### src/rtl/vga_pixel_stream.sv
// Pixel-stream consumer behind vga_sync_gen: locks a valid/ready {R,G,B} stream to the raster and drives the VGA pins.
// Optional build macro VGA_PIXEL_STREAM_UNDERFLOW_COUNT_EN adds a saturating 16-bit underflow event counter port.
module vga_pixel_stream #(
  parameter int COLOR_W = 4,
  parameter int HVIDEO  = 640,
  parameter int VVIDEO  = 480
) (
  input  logic                   i_pixel_clock,
  input  logic                   i_reset_n,
  input  logic                   i_hsync,
  input  logic                   i_vsync,
  input  logic                   i_video_on,
  input  logic [9:0]             i_hpos,
  input  logic [9:0]             i_vpos,
  input  logic [3*COLOR_W-1:0]   i_s_tdata,
  input  logic                   i_s_tvalid,
  output logic                   o_s_tready,
  input  logic                   i_s_tuser,
  input  logic                   i_s_tlast,
  output logic                   o_hsync,
  output logic                   o_vsync,
  output logic [COLOR_W-1:0]     o_red,
  output logic [COLOR_W-1:0]     o_green,
  output logic [COLOR_W-1:0]     o_blue,
  output logic                   o_synced,
  output logic                   o_underflow,
  output logic                   o_frame_err
`ifdef VGA_PIXEL_STREAM_UNDERFLOW_COUNT_EN
  ,
  output logic [15:0]            o_underflow_count
`endif
);

  localparam int PIX_W = 3 * COLOR_W;
  localparam logic [9:0] H_LIM    = 10'(HVIDEO);
  localparam logic [9:0] V_LIM    = 10'(VVIDEO);
  localparam logic [9:0] LAST_COL = 10'(HVIDEO - 1);

  typedef enum logic [1:0] {
    SEEK,
    WAIT_FRAME,
    ACTIVE
  } state_t;

  state_t             state_q, state_d;
  logic [PIX_W-1:0]   pix_q, pix_d;
  logic               hsync_q, vsync_q;
  logic               synced_q;
  logic               underflow_q, underflow_d;
  logic               frame_err_q, frame_err_d;

  logic               in_video;
  logic               at_origin;
  logic               at_last_col;
  logic               underflow_now;
  logic               err_now;
  logic               s_tready;

  // Position bounds guard against a sync generator whose video_on disagrees with the active size.
  always_comb begin
    in_video      = i_video_on && (i_hpos < H_LIM) && (i_vpos < V_LIM);
    at_origin     = in_video && (i_hpos == 10'd0) && (i_vpos == 10'd0);
    at_last_col   = (i_hpos == LAST_COL);
    underflow_now = (state_q == ACTIVE) && in_video && !i_s_tvalid;
    err_now       = (state_q == ACTIVE) && in_video && i_s_tvalid &&
                    ((i_s_tuser != at_origin) || (i_s_tlast != at_last_col));
  end

  always_comb begin
    s_tready = 1'b0;
    case (state_q)
      SEEK:       s_tready = !(i_s_tvalid && i_s_tuser);
      WAIT_FRAME: s_tready = at_origin;
      ACTIVE:     s_tready = in_video && !err_now;
      default:    s_tready = 1'b0;
    endcase
    if (!i_reset_n) begin
      s_tready = 1'b0;
    end
  end

  assign o_s_tready = s_tready;

  always_comb begin
    state_d     = state_q;
    pix_d       = '0;
    underflow_d = underflow_q;
    frame_err_d = frame_err_q;
    case (state_q)
      SEEK: begin
        if (i_s_tvalid && i_s_tuser) begin
          state_d = WAIT_FRAME;
        end
      end
      WAIT_FRAME: begin
        // The held SOF beat is consumed exactly at raster (0,0); a vanished beat restarts the search.
        if (at_origin) begin
          if (i_s_tvalid) begin
            state_d = ACTIVE;
            pix_d   = i_s_tdata;
          end else begin
            state_d = SEEK;
          end
        end
      end
      ACTIVE: begin
        if (underflow_now) begin
          underflow_d = 1'b1;
          state_d     = SEEK;
        end else if (err_now) begin
          frame_err_d = 1'b1;
          state_d     = SEEK;
        end else if (in_video) begin
          pix_d = i_s_tdata;
        end
      end
      default: state_d = SEEK;
    endcase
  end

  always_ff @(posedge i_pixel_clock) begin
    if (!i_reset_n) begin
      state_q     <= SEEK;
      pix_q       <= '0;
      hsync_q     <= 1'b0;
      vsync_q     <= 1'b0;
      synced_q    <= 1'b0;
      underflow_q <= 1'b0;
      frame_err_q <= 1'b0;
    end else begin
      state_q     <= state_d;
      pix_q       <= pix_d;
      hsync_q     <= i_hsync;
      vsync_q     <= i_vsync;
      synced_q    <= (state_d == ACTIVE);
      underflow_q <= underflow_d;
      frame_err_q <= frame_err_d;
    end
  end

  assign o_hsync     = hsync_q;
  assign o_vsync     = vsync_q;
  assign o_red       = pix_q[PIX_W-1 -: COLOR_W];
  assign o_green     = pix_q[2*COLOR_W-1 -: COLOR_W];
  assign o_blue      = pix_q[COLOR_W-1:0];
  assign o_synced    = synced_q;
  assign o_underflow = underflow_q;
  assign o_frame_err = frame_err_q;

`ifdef VGA_PIXEL_STREAM_UNDERFLOW_COUNT_EN
  logic [15:0] uf_count_q, uf_count_d;

  // One count per underflow event; blanked pixels that follow are not counted.
  always_comb begin
    uf_count_d = uf_count_q;
    if (underflow_now && (uf_count_q != 16'hFFFF)) begin
      uf_count_d = uf_count_q + 16'd1;
    end
  end

  always_ff @(posedge i_pixel_clock) begin
    if (!i_reset_n) begin
      uf_count_q <= 16'd0;
    end else begin
      uf_count_q <= uf_count_d;
    end
  end

  assign o_underflow_count = uf_count_q;
`endif

endmodule
### config.mk
export PLATFORM = sky130hd
export DESIGN_NAME = vga_pixel_stream
export DESIGN_NICKNAME = d
export VERILOG_FILES = /design/src/rtl/vga_pixel_stream.sv
export SDC_FILE = /design/constraint.sdc
export NUM_CORES = 1
export LEC_CHECK = 0
export BUFFER_PORTS_ARGS = -buffer_cell sky130_fd_sc_hd__clkbuf_2
export CAP_MARGIN = 10
export CORE_MARGIN = 2
export CORE_UTILIZATION = 42
export DETAILED_ROUTE_END_ITERATION = 8
export PLACE_DENSITY = 0.85
export SLEW_MARGIN = 15
export SYNTH_ARGS = -nofsm -noshare
export SYNTH_HDL_FRONTEND = slang
export SYNTH_SLANG_ARGS = --single-unit
### constraint.sdc
create_clock -name i_pixel_clock -period 3 [get_ports i_pixel_clock]
set_clock_uncertainty 0.2 [all_clocks]
set_input_delay 0.75 -clock i_pixel_clock [delete_from_list [all_inputs] [get_ports i_pixel_clock]]
set_output_delay 0.75 -clock i_pixel_clock [all_outputs]
set_load 0.02 [all_outputs]
==> run metrics <==
Max-cap violations=0; post-DR vias/cell=5.244; Fillers=184; wire length of the first global-routing pass=4084 um; Final Hold Viols=0; final worst slack=-0.1665 ns; commonest non-fill, non-tap cell in the layout=clkbuf_2; final worst path period need=3.166 ns; post-synthesis mux area share=0%; Max clock buf depth=2; Yosys reg bits=19; DRT iter0 DRCs=6; crit-path max FO=3; worst min path class=reg2reg; Final Setup Violations=1; core area=0.002191 sq mm; antenna diode count=0; Fin Setup TNS=-0.1665 ns; GP Congestion=0.8219; Residual DRC=0; clk root buf=clkbuf_4; failing checks=negative setup slack; Util after Layout=66.31%; Clk pin slew, worst setup/hold paths=0.09 ns; CP Capture Type=output port; CP Launch Type=input port; Congestion Overflow GR=0; pwr/cell area=319.9 mW/mm^2; Core Rows=17; fraction of final layout cells sized beyond drive strength 1=50.29%; asr flop ratio synth=0%; DRT Pass-1 Iters=4; DP HPWL=2126 um; final net count=218; Synth Flop Type=dfxtp_1; EDFF count, synth=0; Die X-Extent=51.77 um; all-layer global routing usage=20.55%; Post-Synth XOR/XNOR Area=0.9138%; sw power=114.6 uW; Final period util=105.5%; largest net degree at the start of global routing=18; Non-Filler Instances=201; TritonCTS Sinks=19; post-cts hold buffer count=0; DR vias=1054; initial antenna violation count=0; CTS H-tree lvls=1; most frequent cells in the layout=clkbuf_2 (55), dfxtp_1 (19), nand2_1 (13), buf_4 (13), nor3_1 (8); clock network fraction of design power=25.6%; Slew @ Worst Pin=0.4515 ns; main combinational cell family by area after synthesis=simple AND/OR/NAND/NOR gates; P_int=350.1 uW; Synth Area in Adders=5.222%; Gate power share=19.3%; RSZ-0062 raised after global routing=true; # placed instances=195; run status=complete, but fails checks; CTS tree=built; Ys Warns=0; number of global-route vias before repair=1010; worst endpoint data arrival time=2.22 ns; drt wl/cell=12.95 um; Crit Path Category=in2out; Clock Latency Late Sink=0.28 ns; Synth Cell Area=958.4 sq um; Synth cell types=32; die height=51.77 um; input/output buffers=57; worst path required time=2.05 ns; dpl ws=-0.3411 ns; Syn Area/Cell=9.216 sq um; Final Slew Violations=0; Inserted Clock Buffers=3; Worst slew margin=69.83%; cells after synthesis=104; I/O pins=58; Syn Nets=148; WL final=2602 um; sequential cell area fraction in the yosys report=39.69%; Max VDD drop=0.2440 mV; Achievable Freq=315.8 MHz; Layout area overhead=51.57%; Seq pwr share=55.1%; initial core utilization=43.75%; sw frac=24.66%; Antenna Nets Post-Route=0; Die Footprint=0.002680 sq mm; simple-gate share of the synthesized area=34.20%; Synth Area in Compound Gates=15.14%; static leakage=0.7050 nW
-- per-stage QoR --
stage,power (mW),hold slack [ns],area [sq um]
finish,0.4647,0.2854,1453
global route,0.4897,0.3184,1453
CTS,0.4676,0.2868,1438
detailed placement,0.3430,0.2652,1355
global placement,0.3395,0.2516,1355
floorplan,0.3036,0.3654,979.7
-- kinds of logic after synthesis --
kind of cell             after synthesis
AO/OA/AOI/OAI                         17
XOR/XNOR                               1
adder cells (fa/ha/maj)                4
flip-flops                            19
AND/OR/NAND/NOR                       53
buffers and inverters                 10
-- path summary, 6_finish.rpt --
kind / from / endpoint / slack [ns] / cells past startpoint
worst min-delay path: o_frame_err$_SDFFE_PN0P_ / o_frame_err$_SDFFE_PN0P_ / 0.29 / 1
worst max register to register: state_q[0]$_SDFF_PN0_ / pix_q[10]$_SDFF_PN0_ / 0.83 / 9
worst min register to register: o_frame_err$_SDFFE_PN0P_ / o_frame_err$_SDFFE_PN0P_ / 0.29 / 1
worst max-delay path: i_hpos[7] / o_s_tready / -0.17 / 7
-- critical path, cell delays in order --
cell and delay, ns:
buf_6 0.09, or2_4 0.26, o31a_1 0.36, nor3_4 0.24, nand3_2 0.14, a31oi_4 0.24
buf_8 0.14
-- area by class of cell --
class	count	area [sq um]	share of cell area, %
timing repair buffer	70	399.1	27.48
inverter	5	18.77	1.292
sequential	19	380.4	26.18
tap	28	35.03	2.412
multi-input combinational	75	593.1	40.83
clock buffer	4	26.28	1.809
-- synthesized netlist by cell type (2+ instances only) --
cell type | number | area [sq um]
and4bb_2 | 2 | 25.02
nor2_1 | 5 | 18.77
ha_1 | 4 | 50.05
nand3_1 | 3 | 15.01
nor3_1 | 9 | 45.04
a21oi_1 | 3 | 15.01
a221oi_1 | 2 | 17.52
a31oi_1 | 2 | 12.51
nor4_1 | 6 | 37.54
nand2_1 | 13 | 48.80
nor4bb_4 | 2 | 50.05
nand4_1 | 6 | 37.54
nor2b_1 | 2 | 12.51
clkbuf_1 | 3 | 11.26
o21a_1 | 2 | 15.01
and2_1 | 2 | 12.51
inv_1 | 5 | 18.77
dfxtp_1 | 19 | 380.4
-- power groups by stage --
stage / logic, mW / clock network [mW] / registers, mW
global route: 0.0977 / 0.135 / 0.257
CTS: 0.0875 / 0.124 / 0.256
floorplan: 0.0401 / 0 / 0.264
global placement: 0.0777 / 0 / 0.262
detailed placement: 0.0809 / 0 / 0.262
finish: 0.0895 / 0.119 / 0.256
-- sequential cells by signal, summed over array words and instances, names as in the netlist --
name	flops
o_underflow	1
o_frame_err	1
state_q	2
o_vsync	1
o_hsync	1
pix_q	12
o_synced	1
-- per-layer routing --
metal,vias to the layer above,GRT usage [%],part of all wire [%]
li1,528,-,-
met1,465,20.57,39
met2,59,41.88,53
met3,2,1.724,7.5
met4,0,9.211,0.81
met5,-,0,0
-- what timing repair did --
| item | 4_1_cts | 5_1_grt |
|---|---|---|
| endpoints found under the setup margin | 1 | 1 |
| setup buffers | 1 | 1 |
| pin swaps | 4 | 6 |
| resized for setup | 9 | 2 |
No activity file was read; power rests on OpenSTA's default activity.
